`config.mk`:
```
export PLATFORM = sky130hd
export DESIGN_NAME = addsub_nibble_sequencer
export DESIGN_NICKNAME = d
export VERILOG_FILES = /design/src/rtl/addsub_nibble_sequencer.sv
export SDC_FILE = /design/constraint.sdc
export NUM_CORES = 1
export LEC_CHECK = 0
export ABC_AREA = 1
export CORE_UTILIZATION = 39
export CTS_CLUSTER_SIZE = 10
export DETAILED_ROUTE_END_ITERATION = 7
export DONT_BUFFER_PORTS = 1
export PLACE_DENSITY = 0.55
export SYNTH_ARGS = -nofsm -noshare
export SYNTH_HDL_FRONTEND = slang
export SYNTH_SLANG_ARGS = --single-unit
```
`constraint.sdc`:
```
create_clock -name clk -period 1.1 [get_ports clk]
set_input_delay 0.11 -clock clk [delete_from_list [all_inputs] [get_ports clk]]
set_output_delay 0.11 -clock clk [all_outputs]
set_load 0.03 [all_outputs]
```
`src/rtl/addsub_nibble_sequencer.sv`:
```
// Nibble-serial add/subtract controller driving an external 4-bit combinational add/sub slice.
// Optional zero-result flag port enabled by defining ADDSUB_SEQ_ZERO_FLAG_EN.
module addsub_nibble_sequencer #(
  parameter int NIBBLES = 4
) (
  input  logic                   clk,
  input  logic                   rst_n,
  // Handshakes: a transfer happens on a rising edge where valid && ready are both 1;
  // the initiator holds valid and its payload stable until that edge.
  input  logic                   in_valid,
  output logic                   in_ready,
  input  logic [4*NIBBLES-1:0]   in_a,
  input  logic [4*NIBBLES-1:0]   in_b,
  input  logic                   in_sub,
  output logic [3:0]             sl_a,
  output logic [3:0]             sl_b,
  output logic                   sl_m,
  output logic                   sl_cin,
  input  logic [3:0]             sl_s,
  input  logic                   sl_cout,
  input  logic                   sl_v,
  output logic                   out_valid,
  input  logic                   out_ready,
  output logic [4*NIBBLES-1:0]   result,
  output logic                   carry,
  output logic                   overflow
`ifdef ADDSUB_SEQ_ZERO_FLAG_EN
  ,
  output logic                   zero
`endif
);

  localparam int W  = 4 * NIBBLES;
  localparam int IW = (NIBBLES > 1) ? $clog2(NIBBLES) : 1;
  localparam logic [IW-1:0] LAST_IDX = IW'(NIBBLES - 1);

  typedef enum logic [1:0] {
    S_IDLE = 2'd0,
    S_RUN  = 2'd1,
    S_DONE = 2'd2
  } state_e;

  // state_q is the observable FSM state for checkers.
  state_e          state_q;
  logic [W-1:0]    a_sh_q;
  logic [W-1:0]    b_sh_q;
  logic            op_q;
  logic            carry_reg_q;
  logic [IW-1:0]   idx_q;
  logic [W-1:0]    result_q;
  logic            carry_q;
  logic            overflow_q;
  logic [W-1:0]    result_d;
`ifdef ADDSUB_SEQ_ZERO_FLAG_EN
  logic            zero_q;
`endif

  // Slice sums enter at the MSB so the first nibble ends up at the bottom after NIBBLES shifts.
  generate
    if (NIBBLES == 1) begin : g_one
      assign result_d = sl_s;
    end else begin : g_many
      assign result_d = {sl_s, result_q[W-1:4]};
    end
  endgenerate

  always_ff @(posedge clk or negedge rst_n) begin
    if (!rst_n) begin
      state_q     <= S_IDLE;
      a_sh_q      <= '0;
      b_sh_q      <= '0;
      op_q        <= 1'b0;
      carry_reg_q <= 1'b0;
      idx_q       <= '0;
      result_q    <= '0;
      carry_q     <= 1'b0;
      overflow_q  <= 1'b0;
`ifdef ADDSUB_SEQ_ZERO_FLAG_EN
      zero_q      <= 1'b0;
`endif
    end else begin
      case (state_q)
        S_IDLE: begin
          if (in_valid) begin
            a_sh_q      <= in_a;
            b_sh_q      <= in_b;
            op_q        <= in_sub;
            carry_reg_q <= in_sub;  // +1 of two's complement for subtract
            idx_q       <= '0;
            state_q     <= S_RUN;
          end
        end
        S_RUN: begin
          result_q    <= result_d;
          carry_reg_q <= sl_cout;
          a_sh_q      <= a_sh_q >> 4;
          b_sh_q      <= b_sh_q >> 4;
          if (idx_q == LAST_IDX) begin
            idx_q      <= '0;
            carry_q    <= sl_cout;
            overflow_q <= sl_v;
`ifdef ADDSUB_SEQ_ZERO_FLAG_EN
            zero_q     <= (result_d == '0);
`endif
            state_q    <= S_DONE;
          end else begin
            idx_q <= idx_q + IW'(1);
          end
        end
        S_DONE: begin
          if (out_ready) begin
            state_q <= S_IDLE;
          end
        end
        default: begin
          state_q <= S_IDLE;
        end
      endcase
    end
  end

  always_comb begin
    in_ready  = (state_q == S_IDLE);
    out_valid = (state_q == S_DONE);
    sl_a      = (state_q == S_RUN) ? a_sh_q[3:0] : 4'h0;
    sl_b      = (state_q == S_RUN) ? b_sh_q[3:0] : 4'h0;
    sl_cin    = (state_q == S_RUN) ? carry_reg_q : 1'b0;
    sl_m      = op_q;
    result    = result_q;
    carry     = carry_q;
    overflow  = overflow_q;
  end

`ifdef ADDSUB_SEQ_ZERO_FLAG_EN
  assign zero = zero_q;
`endif

endmodule

```
# [Word-level counts from Yosys, hierarchy flattened]
# Index checks and enable logic that the tools add are counted.
[word_totals] reg_bits=56 inputBits=43 output_inout_bits=30 elab_cells=38
[classes] add_sub_neg=1 eq_ne=6 muxes=16 n_reduce_logical=6
[ops] operator="$pmux W16 S2" n=2
[ops] operator="$mux W16" n=2
[ops] operator="$mux W2" n=5
[ops] operator="$mux W4" n=2
[ops] operator="$pmux W2 S3" n=1
[ops] operator="$reduce_and A2 Y1" n=3
[ops] operator="$eq A2 B2 Y1 const B" n=2
[ops] operator="$ne A2 B2 Y1 const B" n=2
[ops] operator="$pmux W2 S2" n=1
[ops] operator="$reduce_and A3 Y1" n=1
[ops] operator="$add A2 B1 Y2 const B" n=1
[ops] operator="$eq A2 B1 Y1 const B" n=1
[ops] operator="$logic_not A2 Y1" n=1
[ops] operator="$mux W1" n=2
[ops] operator="$ne A2 B1 Y1 const B" n=1
[ops] operator="$pmux W1 S2" n=1
[ops] operator="$reduce_bool A2 Y1" n=1

# [Depth between registers and ports, before layout]
# Gate-level depths: netlist of run 1.
[logic_depth] word_depth=3 depth_mapped=7 mapped_depth_nobuf=6

# [Least setup slack after synthesis of run 1]
# No wires, ideal clock.
[synth_path] path_type="reg-to-output" from="reg state_q[1]" to="out sl_a[0]" arrival_ns=1.365 t_required_ns=0.990 setup_slack_ns=-0.375 path_stages_with_launch=6 path_buffers=2 cell_sequence="dfrtp_1 inv_2 nand2_2 buf_4 buf_4 nor2_1"
[synth_between] elab_chain_len=2
[synth_rtl] element="start, declared" line_no="44" rtl="state_e state_q;"
[synth_rtl] element="start signal, assigned" line_no="69" rtl="state_q <= S_IDLE;"
[synth_rtl] element="start signal, assigned" line_no="90" rtl="state_q <= S_RUN;"
[synth_rtl] element="start signal, assigned" line_no="105" rtl="state_q <= S_DONE;"
[synth_rtl] element="$eq A2 B1 Y1" line_no="125" rtl="sl_a = (state_q == S_RUN) ? a_sh_q[3:0] : 4'h0;"
[synth_rtl] element="$mux W4" line_no="125"
[synth_rtl] element="end, declared" line_no="15" rtl="output logic [3:0] sl_a,"
# Every way passes these cells.

# [Worst setup path in the final report of run 1]
[layout_path] from="reg state_q[1]" to="out sl_b[3]"
[layout_between] elab_chain_len=2
[layout_rtl] element="$eq A2 B1 Y1" line_no="126" rtl="sl_b = (state_q == S_RUN) ? b_sh_q[3:0] : 4'h0;"
[layout_rtl] element="$mux W4" line_no="126"
[layout_rtl] element="end, declared" line_no="16" rtl="output logic [3:0] sl_b,"
# Every way passes these cells.

==> flow_summary.ini, run 1 <==
[run_status]
outcome = finished with violations
violations = negative hold slack, negative setup slack

[synth]
synthTopCellsByArea = dfrtp_1 55%, nand2_1 26%, nand3_1 5.5%
syn-cell-area_um2 = 2566
ys_seq_elements = 56
synth_largest_area_cell = dfrtp_1
ys_warn_count = 0
synth_area_per_cell_um2 = 7.706
synth_edf_count = 0
yosysMostFrequentCell = nand2_1
syn_inst = 333
ys_seq_area_share_pct = 54.61
ys.flop_type = dfrtp_1
synth_common_cells = 180 x nand2_1, 56 x dfrtp_1, 28 x nand3_1
synth_nets = 377
async_reset_ff_share_pct = 100.0
ys_types = 15
synth_top_area_share_pct = 54.61

[detailed_routing]
wl_um = 7057
vias_per_cell = 4.857
antenna_left = 0
wl_met1_um = 2961
drt_iter0_drc = 121
drcViolationCount = 0
wl_met2_um = 3692
first_pass_iters = 4
wl_per_cell_um = 14.43
dr_wl_met3_um = 318
routed.top_layer = met4
via_count = 2375

[critical_path]
cp_cell_sequence = inv_4, nand2_4, buf_12, nor2_4, buf_6
worstSetupPathType = reg -> out
arrival_ps = 1250
path_buf_inv = 3
slowest_delay_ps = 440
startpoint_type = flop
cp.required_ps = 990
crit_family = flip-flops
worst-path-max-fanout = 11
slowest_stage = dfrtp_2
cp-end-kind = output pin

[power]
leakage_nw = 2.145
power_frac_comb_pct = 61.2
total_power_mw = 13.31
power.share.sequential_pct = 28.6
p_per_area_nw_per_um2 = 3319
power.internal_mw = 7.359
ir_worst_vdd_mv = 1.621
switchingPower_mw = 5.949
switching_share_pct = 44.70
clock_power_share_pct = 10.2

[sta]
slew_viol_final = 0
rsz0062_at_grt = yes
slew_headroom_pct = 78.58
setup_tns_ps = -11470
setup_ws_ps = -263.3
fmax_mhz = 733.5
finClkSkew_ps = 8.606
setup_viol = 61
period_share_pct = 123.9
hold_viol_final = 57
fin_crit_ps = 1363
worst-slew-pin-transition_ps = 321.2
timing.hold.ws_ps = -518.3

[placed_design]
numPortBuffers = 0
place.gp.congestion = 0.7350
pre_cts_ws_ps = -121.6
dp_hpwl_um = 3856

[final_layout]
drive_gt1_share_pct = 34.22
final_nets = 455
area_growth_pct = 56.27
antenna_cells = 0

[floorplanning]
die_x_um = 83.12
initial_core_util_pct = 40.41
rows = 29
io_pins = 73
core_area_um2 = 6350
dieArea_um2 = 6908
dieHeight_um = 83.12

[global_route]
antenna_found_initial = 0
grt_max_degree = 57
gr-total-overflow = 0
grt_pass1_vias = 2363
grt_use_total_pct = 20.59
grt_pass1_wl_um = 11390

[min_path]
min_path_type = in -> async

[cts]
clk_pin_slew_ps = 100
cts_tree = done
cts_buffer_depth = 2
cts.sinks = 56
clock_latency_ps = 310
cts-root-buf = clkbuf_8
cts_hold_buffers = 29
numCtsBuffers = 5
htreeDepth = 2

[job]
drv_cap = 0
-- placed cells by master, fill, tap and decap left out --
cell type	count
nand2_1	128
dfrtp_1	54
nand2_2	36
buf_4	31
dlygate4sd3_1	29
nand3_1	27
inv_1	17
nand2_4	17
buf_6	13
nor2_4	12
o21ai_0	10
buf_12	8
clkbuf_8	5
buf_16	5
o21ai_1	4
dfrtp_2	2
inv_4	1
o21ai_4	1
inv_12	1
inv_2	1
clkinv_4	1
o21ai_2	1
nand3_2	1
o31ai_1	1
ha_1	1
bufinv_16	1
clkinvlp_4	1
clkinv_2	1
clkbuf_16	1
buf_8	1
-- through the flow --
stage	area [um^2]	hold WS (ps)	util, %	std cells
2_1_floorplan	2679	-185.6	-	333
3_3_place_gp	2930	-183.6	46.15	426
3_5_place_dp	2930	-184.2	46.15	426
4_1_cts	3800	-535.1	59.84	485
5_1_grt	4010	-537.0	63.15	489
6_report	4010	-518.3	63.15	489
-- flip-flops by register name, summed over array words and instances, names as in the netlist --
register,cells
a_sh_q,16
b_sh_q,16
carry,1
carry_reg_q,1
idx_q,2
overflow,1
result,16
sl_m,1
state_q,2
-- worst paths after layout --
kind                            start          to  slack (ps)  cells after the start
min reg2reg                 a_sh_q[4]   a_sh_q[4]         490                      2
max in group asynchronous       rst_n  state_q[0]        1490                      0
max reg2reg                state_q[1]   b_sh_q[4]        -240                      8
min in group clk              in_a[3]   a_sh_q[3]           0                      4
min                             rst_n   b_sh_q[9]        -520                      0
max                        state_q[1]     sl_b[3]        -260                      5
-- repair_timing --
item | CTS | global route
buffers inserted | 15 | 4
endpoints found under the setup margin | 48 | 67
gates cloned | 7 | 1
gates resized for setup | 56 | 54
pin swaps | 18 | 13
endpoints found under the hold margin | 85 | 56
-- worst register-to-register path, delay by kind of cell (launching register included) --
kind	cells	cell delay, ps
buffers and inverters	5	600
AO/OA/AOI/OAI	1	80
AND/OR/NAND/NOR	2	110
flip-flops	1	440
-- layer usage --
metal	track usage, %	vias to the layer above
met5	0	-
met4	5.486	0
met3	3.777	9
met2	35.92	65
met1	26.31	1129
li1	-	1172
-- layout make-up --
| type | count | area (um^2) |
|---|---|---|
| Sequential cell | 56 | 1404 |
| Clock inverter | 3 | 42.54 |
| Fill cell | 522 | 2340 |
| Tap cell | 77 | 96.34 |
| Clock buffer | 5 | 68.82 |
| Multi-Input combinational cell | 239 | 1292 |
| Inverter | 21 | 98.84 |
| Timing Repair Buffer | 88 | 1007 |
-- cell families after synthesis --
kind of cell	after synthesis	share of synthesized area (%)
compound gates	17	3.852
simple gates	221	34.18
buf+inv	38	6.875
fa+ha+maj	1	0.4875
flops	56	54.61
-- power groups by stage --
stage	logic, mW	registers [mW]	clock network (mW)
finish	8.14	3.81	1.36
global route	8.75	3.90	1.46
CTS	7.44	3.70	1.40
detailed placement	5.35	3.73	0
global placement	5.28	3.71	0
floorplan	3.57	4.10	0
Power figures use the tool's default switching activity.
==> inputs of run 2 (changes only) <==
Settings changed: SLEW_MARGIN from default to 10.
==> results of run 2 <==
The final DEF is identical to that of run 1; final timing and power are the same.
==> inputs of run 3 (changes only) <==
Settings changed: CELL_PAD_IN_SITES_DETAIL_PLACEMENT from default to 1, CELL_PAD_IN_SITES_GLOBAL_PLACEMENT from default to 2, CORE_UTILIZATION 39 to 31, PLACE_DENSITY 0.55 to 0.74, SLEW_MARGIN 10 to default.
==> flow_summary.ini, run 3 (same netlist as run 1, synthesis figures left out) <==
[critical_path]
cp-end-kind = output pin
path_common_cell = buf_6
startpoint_type = flop
slowest_delay_ps = 440
worstSetupPathType = reg -> out
slowest_stage = dfrtp_2
worst-path-max-fanout = 2
cp_cell_sequence = buf_4, nor2_4, buf_6, buf_6
arrival_ps = 1290
cp.required_ps = 990

[placed_design]
dp.cells = 455
dp_hpwl_um = 4581
place.gp.congestion = 0.7283
place_area_um2 = 3017
numPortBuffers = 0

[sta]
timing.hold.ws_ps = -516.2
setup_ws_ps = -299.7
setup_viol = 65
slew_headroom_pct = 76.60
hold_viol_final = 57
finClkSkew_ps = 7.405
worst-slew-pin-transition_ps = 351.1
fmax_mhz = 714.5
rsz0062_at_grt = yes
fin_crit_ps = 1400
period_share_pct = 127.2
slew_viol_final = 0

[global_route]
grt_max_degree = 57
grt_pass1_wl_um = 13180
gr-total-overflow = 0
grt_pass1_vias = 2629
grt_use_total_pct = 19.66
antenna_found_initial = 0

[final_layout]
final_util_pct = 48.57
mostFrequentLayoutCells = 155 x nand2_1, 54 x dfrtp_1, 26 x buf_4
instances_no_fill = 505
final_area_um2 = 3811
drive_gt1_share_pct = 30.02
antenna_cells = 0
layout.cells.most_common = nand2_1
final_nets = 447
area_growth_pct = 48.51

[detailed_routing]
wl_um = 8011
via_count = 2373
vias_per_cell = 4.699
wl_per_cell_um = 15.86
first_pass_iters = 4
drt_iter0_drc = 108
antenna_left = 0
drcViolationCount = 0

[cts]
cts_hold_buffers = 20
numCtsBuffers = 5
cts.sinks = 56
clk_pin_slew_ps = 100
cts_tree = done
cts-root-buf = clkbuf_8
htreeDepth = 2
cts_buffer_depth = 2
clock_latency_ps = 310

[floorplanning]
dieHeight_um = 92.99
die_x_um = 92.99
initial_core_util_pct = 32.70
core_area_um2 = 7848
io_pins = 73
dieArea_um2 = 8646
rows = 32

[power]
ir_worst_vdd_mv = 1.447
leakage_nw = 1.973
p_per_area_nw_per_um2 = 3361
total_power_mw = 12.81

[run_status]
violations = negative hold slack, negative setup slack
outcome = finished with violations

[min_path]
min_path_type = in -> async

[job]
drv_cap = 0
-- run 3: cell count changes in the layout (fill, tap and decap cells not counted), moves of 7 or more --
cell / change
dlygate4sd3_1: -9
nand2_4: -13
buf_6: +8
o21ai_0: -7
nand2_1: +27
nand2_2: -14
-- run 3: worst paths after layout --
check	end	startpoint	slack [ps]	depth (start not counted)
setup / recovery	in_ready	state_q[1]	-300	4
hold / removal	result[6]	rst_n	-520	0
setup reg to reg	b_sh_q[8]	state_q[0]	-280	6
hold reg to reg	b_sh_q[1]	b_sh_q[1]	490	2
max in group asynchronous	a_sh_q[6]	rst_n	1500	0
min in group clk	a_sh_q[2]	in_a[2]	0	4
-- run 3: layout make-up --
type	instances	area, um^2
Timing Repair Buffer	80	909.6
Clock buffer	6	72.57
Tap cell	102	127.6
Fill cell	969	4036
Sequential cell	56	1404
Multi-Input combinational cell	239	1199
Inverter	21	93.84
Clock inverter	1	5.005
-- run 3: stage by stage --
stage	setup WS, ps	setup TNS, ps
global placement	-50.37	-1106
global route	-342.8	-18070
CTS	-290.6	-11790
finish	-299.7	-13480
floorplan	-111.0	-1674
detailed placement	-94.83	-2745
-- run 3: per-layer routing --
| layer | vias to the layer above | wire [um] | track usage (%) |
|---|---|---|---|
| li1 | 1156 | - | - |
| met1 | 1164 | 3552 | 25.64 |
| met3 | 5 | 333 | 4.065 |
| met5 | - | 0 | 0 |
| met2 | 48 | 4064 | 33.46 |
| met4 | 0 | 61 | 4.615 |
-- run 3: power by group --
| part | internal, mW | switching, mW |
|---|---|---|
| Clock | 0.437 | 0.680 |
| Sequential | 2.98 | 0.720 |
| Combinational | 3.56 | 4.44 |
| Total | 6.97 | 5.84 |
-- run 3: critical path: cells and delay by family (launching register included) --
kind | cells | cell delay (ps)
buffers and inverters | 3 | 400
and+or+nand+nor | 1 | 140
DFF | 1 | 440
-- run 3: what timing repair did --
action,in CTS,in global routing
gates resized for setup,65,24
endpoints found under the setup margin,59,65
pin swaps,22,6
gates cloned,6,1
endpoints found under the hold margin,76,56
setup buffers,15,4
